--- src/rtl/shift_exec_unit.sv ---
// -----------------------------------------------------------------------------
// shift_exec_unit
//
// Sequential execution stage for shift-class operations (SHFTR, SHFTL, ROTR,
// ROTL, SWAP). One request is accepted over a valid/ready handshake. The unit
// computes the result and holds it until writeback accepts it.
//
// Build options:
//   SHIFT_EXEC_FAST_EN  undefined (default): serial shifter, one bit position
//                       per clock in the RUN state.
//                       defined: the full barrel result is formed at the
//                       accept edge; RUN is never entered.
//
// Ports:
//   clk, rst           clock, synchronous active-high reset
//   in_valid/in_ready  request handshake
//   op                 000 SHFTR, 001 SHFTL, 010 ROTR, 011 ROTL, 100 SWAP,
//                      101-111 illegal
//   data_a, data_b     operands (data_b is only used by SWAP)
//   amount             shift/rotate distance
//   out_valid/out_ready result handshake
//   result_a, result_b primary / secondary result
//   zero               result_a == 0
//   err                illegal opcode
//   busy               FSM is not in IDLE
//   dbg_state          current FSM state (IDLE=0, RUN=1, DONE=2)
//
// Handshake: a transfer happens on a rising edge where valid and ready are
// both high. in_ready is high only in IDLE. out_valid is high only in DONE.
// While out_valid is high, result_a, result_b, zero and err hold steady until
// the transfer completes. The FSM never accepts a new request in the same
// cycle that a result leaves.
// -----------------------------------------------------------------------------
module shift_exec_unit #(
  parameter int WIDTH = 20,
  parameter int AMT_W = 5
) (
  input  logic             clk,
  input  logic             rst,
  input  logic             in_valid,
  output logic             in_ready,
  input  logic [2:0]       op,
  input  logic [WIDTH-1:0] data_a,
  input  logic [WIDTH-1:0] data_b,
  input  logic [AMT_W-1:0] amount,
  output logic             out_valid,
  input  logic             out_ready,
  output logic [WIDTH-1:0] result_a,
  output logic [WIDTH-1:0] result_b,
  output logic             zero,
  output logic             err,
  output logic             busy,
  output logic [1:0]       dbg_state
);

  typedef enum logic [1:0] {
    IDLE = 2'd0,
    RUN  = 2'd1,
    DONE = 2'd2
  } state_t;

  // WIDTH as an (AMT_W+1)-bit value, so that amount can be compared
  // without a width mismatch.
  localparam logic [AMT_W:0] WIDTH_A = (AMT_W + 1)'(WIDTH);

  state_t           state_q, state_d;
  logic [WIDTH-1:0] res_a_q, res_a_d;
  logic [WIDTH-1:0] res_b_q, res_b_d;
  logic             err_q, err_d;

`ifndef SHIFT_EXEC_FAST_EN
  // Serial datapath state: direction, rotate flag, remaining steps.
  logic             left_q, left_d;
  logic             rot_q, rot_d;
  logic [AMT_W-1:0] count_q, count_d;
`endif

  // Request decode
  logic is_shrot;
  logic is_swap;
  logic is_illegal;
  logic amt_zero;
  logic amt_ge_w;
  logic needs_steps;
  logic accept;

  assign is_shrot    = ~op[2];
  assign is_swap     = (op == 3'b100);
  assign is_illegal  = op[2] & (op[1] | op[0]);
  assign amt_zero    = (amount == '0);
  assign amt_ge_w    = ({1'b0, amount} >= WIDTH_A);
  // The only cases that do real shifting. Zero and oversize distances
  // resolve straight to DONE.
  assign needs_steps = is_shrot & ~amt_zero & ~amt_ge_w;
  assign accept      = in_valid & in_ready;

`ifndef SHIFT_EXEC_FAST_EN
  // Single-position step. left selects the direction. rot selects between
  // wrap-around and zero fill.
  function automatic logic [WIDTH-1:0] step1(input logic [WIDTH-1:0] v,
                                             input logic             left,
                                             input logic             rot);
    logic [WIDTH-1:0] r;
    if (left) r = {v[WIDTH-2:0], rot ? v[WIDTH-1] : 1'b0};
    else      r = {rot ? v[0] : 1'b0, v[WIDTH-1:1]};
    return r;
  endfunction
`else
  // Full barrel result. The caller guarantees 1 <= amt <= WIDTH-1.
  // Rotates use a doubled word, so the wrapped bits fall into the
  // selected half.
  function automatic logic [WIDTH-1:0] barrel(input logic [WIDTH-1:0] v,
                                              input logic [1:0]       sel,
                                              input logic [AMT_W-1:0] amt);
    logic [2*WIDTH-1:0] dbl;
    logic [WIDTH-1:0]   r;
    dbl = {v, v};
    case (sel)
      2'b00: r = v >> amt;
      2'b01: r = v << amt;
      2'b10: begin
        dbl = dbl >> amt;
        r   = dbl[WIDTH-1:0];
      end
      default: begin
        dbl = dbl << amt;
        r   = dbl[2*WIDTH-1:WIDTH];
      end
    endcase
    return r;
  endfunction
`endif

  // Next-state and datapath
  always_comb begin
    state_d = state_q;
    res_a_d = res_a_q;
    res_b_d = res_b_q;
    err_d   = err_q;
`ifndef SHIFT_EXEC_FAST_EN
    left_d  = left_q;
    rot_d   = rot_q;
    count_d = count_q;
`endif

    case (state_q)
      IDLE: begin
        if (accept) begin
          err_d   = is_illegal;
          res_b_d = is_swap ? data_a : data_b;
          if (is_swap)                  res_a_d = data_b;
          else if (is_shrot & amt_ge_w) res_a_d = '0;
          else                          res_a_d = data_a;
`ifndef SHIFT_EXEC_FAST_EN
          left_d  = op[0];
          rot_d   = op[1];
          count_d = amount;
          state_d = needs_steps ? RUN : DONE;
`else
          if (needs_steps) res_a_d = barrel(data_a, op[1:0], amount);
          state_d = DONE;
`endif
        end
      end

      RUN: begin
`ifndef SHIFT_EXEC_FAST_EN
        res_a_d = step1(res_a_q, left_q, rot_q);
        count_d = count_q - AMT_W'(1);
        if (count_q == AMT_W'(1)) state_d = DONE;
`else
        state_d = IDLE;
`endif
      end

      DONE: begin
        if (out_ready) state_d = IDLE;
      end

      default: state_d = IDLE;
    endcase
  end

  always_ff @(posedge clk) begin
    if (rst) begin
      state_q <= IDLE;
      res_a_q <= '0;
      res_b_q <= '0;
      err_q   <= 1'b0;
`ifndef SHIFT_EXEC_FAST_EN
      left_q  <= 1'b0;
      rot_q   <= 1'b0;
      count_q <= '0;
`endif
    end else begin
      state_q <= state_d;
      res_a_q <= res_a_d;
      res_b_q <= res_b_d;
      err_q   <= err_d;
`ifndef SHIFT_EXEC_FAST_EN
      left_q  <= left_d;
      rot_q   <= rot_d;
      count_q <= count_d;
`endif
    end
  end

  assign in_ready  = (state_q == IDLE);
  assign out_valid = (state_q == DONE);
  assign busy      = (state_q != IDLE);
  assign result_a  = res_a_q;
  assign result_b  = res_b_q;
  assign zero      = (res_a_q == '0);
  assign err       = err_q;
  assign dbg_state = state_q;

endmodule

--- config.mk ---
export PLATFORM = sky130hd
export DESIGN_NAME = shift_exec_unit
export DESIGN_NICKNAME = d
export VERILOG_FILES = /design/src/rtl/shift_exec_unit.sv
export SDC_FILE = /design/constraint.sdc
export NUM_CORES = 1
export LEC_CHECK = 0
export CAP_MARGIN = 10
export CORE_MARGIN = 2
export CORE_UTILIZATION = 40
export DETAILED_ROUTE_END_ITERATION = 7
export GPL_ROUTABILITY_DRIVEN = 0
export PLACE_DENSITY = 0.73
export SYNTH_ARGS = -nofsm -noshare
export SYNTH_HDL_FRONTEND = slang
export SYNTH_SLANG_ARGS = --single-unit
--- constraint.sdc ---
create_clock -name clk -period 4.6 [get_ports clk]
set_clock_uncertainty 0.1 [all_clocks]
set_input_delay 0.92 -clock clk [delete_from_list [all_inputs] [get_ports clk]]
set_output_delay 0.92 -clock clk [all_outputs]
set_load 0.005 [all_outputs]
==> results.toml <==
[final_layout]
drive_above_1_share = 0.04787
fill_cells = 593
fin_nets = 429
layout_commonest_cell = "clkdlybuf4s50_1"
area_delta_synth_final_pct = 40.48
diodes = 0
fin_cells = 453
final_cell_mix = "clkdlybuf4s50_1 (98), dfxtp_1 (50), mux2i_1 (38)"

[pwr]
power.density_nw_per_um2 = 313.4
power_switching_uw = 342.6
ir_drop_uv = 151.3
p_total_uw = 1180
comb_power_share = 0.289
seqPwrFrac = 0.447
internal-power_uw = 837.3
p_leak_uw = 0.001348
p_sw_frac = 0.2904
clockPowerShare = 0.264

[yosys]
synth_edf_count = 0
synth_ff_type = "dfxtp_1"
postSynthAreaPerCell_um2 = 9.147
synth_top_area_frac = 0.3735
ys_warn_count = 0
synthArstFlopShare = 0
syn-num-nets = 347
synth_area_leaders = "dfxtp_1 (37%), mux2i_1 (14%), a221o_1 (7.5%)"
syn-instance-count = 293
synth_cell_types = 37
synth-seq-area-share = 0.3735
ys_seq_elements = 50
synth_area_leader_cell = "dfxtp_1"
syn_area_um2 = 2680

[clocking]
cts_buffer_depth = 2
cts_setup_buffers = 0
htree_levels = 2
cts_inserted_buffers = 5
cts_resized = 0
cts.clk_slew.worst_paths_ns = 0.10
postCtsHoldBufs = 0
cts_tree = "done"
clkLatencyLatePin_ns = 0.30
cts_sinks = 50
clockRootBuffer = "clkbuf_8"

[setup_path]
critical-path-max-stage-delay_ns = 0.50
arrival_ns = 1.72
crit_type = "reg2out"
r2r-start = "dbg_state[0]"
critPathSlowestCell = "clkdlybuf4s50_1"
path_cells = "nor4_1 -> nand3_1 -> nor2_1 -> clkdlybuf4s50_1"
cp_max_fo = 5
critPathRequiredTime_ns = 3.58
start_kind = "register"
critical_path.endpoint_type = "output pin"
critPathLaunch = "result_a[15]"

[global_routing]
use_met1 = 0.3131
grt-ovfl-total = 0
grtUsageMet2 = 0.2976
antenna_found_initial = 0
grtUsageMet3 = 0.03272
grt_max_degree = 44
grt_first_pass_wirelength_um = 12050
grt_usage = 0.2049
grt_pass1_vias = 2346
grt-busiest-layer = "met1"

[timing]
fin_crit_ns = 2.736
max-slew-margin-rel = 0.2381
rsz0062_at_grt = "no"
hold_violations = 0
worst_pin_slew_ns = 1.141
finalSetupViolCount = 0
drv_slew = 0
period_share = 0.5948
fmax_mhz = 365.5
finalSetupTns_ns = 0

[floorplanning]
core_um2 = 6422
start_util = 0.4173
ios = 99
die_w_um = 85.86
die_height_um = 85.86
dieArea_um2 = 7371
placementRows = 29

[route]
routed_via_density = 5.777
route.detailed.drc = 4
ant_nets = 0
avgRoutedWirePerCell_um = 17.04
routed_wl_um = 7721
vias = 2617
drt_iter0_markers = 204
drt_pre_antenna_iters = 7

[hold_path]
hold_path.class = "reg2reg"
worstHoldStart = "err"

[outcome]
violations = "design-rule violations"
status = "finished with violations"

[placed_design]
dp_hpwl_um = 5562
io_buffers = 98
dp.cells = 445

[flow_run]
maxCapViolCount = 0
[flip-flops by register name, indices dropped and copies added (netlist names)]
name / count
err: 1
count_q: 5
dbg_state: 2
result_a: 20
left_q: 1
rot_q: 1
result_b: 20
[layer usage]
metal  vias up  wire length [um]
met5         -                 0
met4         0                59
met3         4               426
met2        88              3462
met1      1237              3773
li1       1288                 -
[cells in the mapped netlist (all sizes together) (4+ instances only)]
cell / n
a21oi: 28
mux2i: 38
nor4: 6
inv: 4
nand2: 10
a221o: 20
a211oi: 23
nor2b: 5
nor2: 30
dfxtp: 50
buf: 18
nor3: 6
clkbuf: 10
a22o: 20
[power by group through the flow]
stage          Combinational, uW  Clock [uW]  Sequential (uW)
2_1_floorplan                180           0              522
3_3_place_gp                 334           0              536
3_5_place_dp                 340           0              535
4_1_cts                      341         319              526
5_1_grt                      371         338              534
6_report                     341         312              527
[through the flow]
step	util	hold WS, ns	instance area (um^2)	setup WS (ns)
global placement	0.5687	0.3459	3652	1.687
global route	0.5862	0.3906	3765	1.696
detailed placement	0.5687	0.3527	3652	1.624
finish	0.5862	0.3592	3765	1.864
floorplan	-	0.3450	2680	2.468
CTS	0.5862	0.3653	3765	1.850
[area by class of cell]
class	instances	area, um^2	area share
multi-input cells	211	1521	0.4041
clock buffers	5	68.82	0.01828
inverters	4	15.01	0.003988
clock inverters	3	43.79	0.01163
well taps	77	96.34	0.02559
flip-flops and latches	50	1001	0.2659
repair buffers	103	1018	0.2705
[critical path: cells and delay by family, from the launching register on]
kind          cells  cell delay (ns)
simple gates      3             0.54
buf+inv           1             0.50
flops             1             0.38
[cells by family (layout without fill, tap and decap cells)]
kind of cell	count (synthesis)	count (layout)	synth area share
AO/OA/AOI/OAI	103	103	0.2890
flip-flops	50	50	0.3735
buffers and inverters	32	115	0.05976
multiplexers	38	38	0.1419
adder cells (fa/ha/maj)	2	2	0.009336
AND/OR/NAND/NOR	68	68	0.1265
[path summary, 6_finish.rpt]
| path | end | depth (start not counted) | slack (ns) |
|---|---|---|---|
| hold reg to reg | err | 2 | 0.36 |
| setup / recovery | zero | 4 | 1.86 |
| setup reg to reg | count_q[4] | 5 | 2.40 |
| hold / removal | err | 2 | 0.36 |
Power figures use the tool's default switching activity.
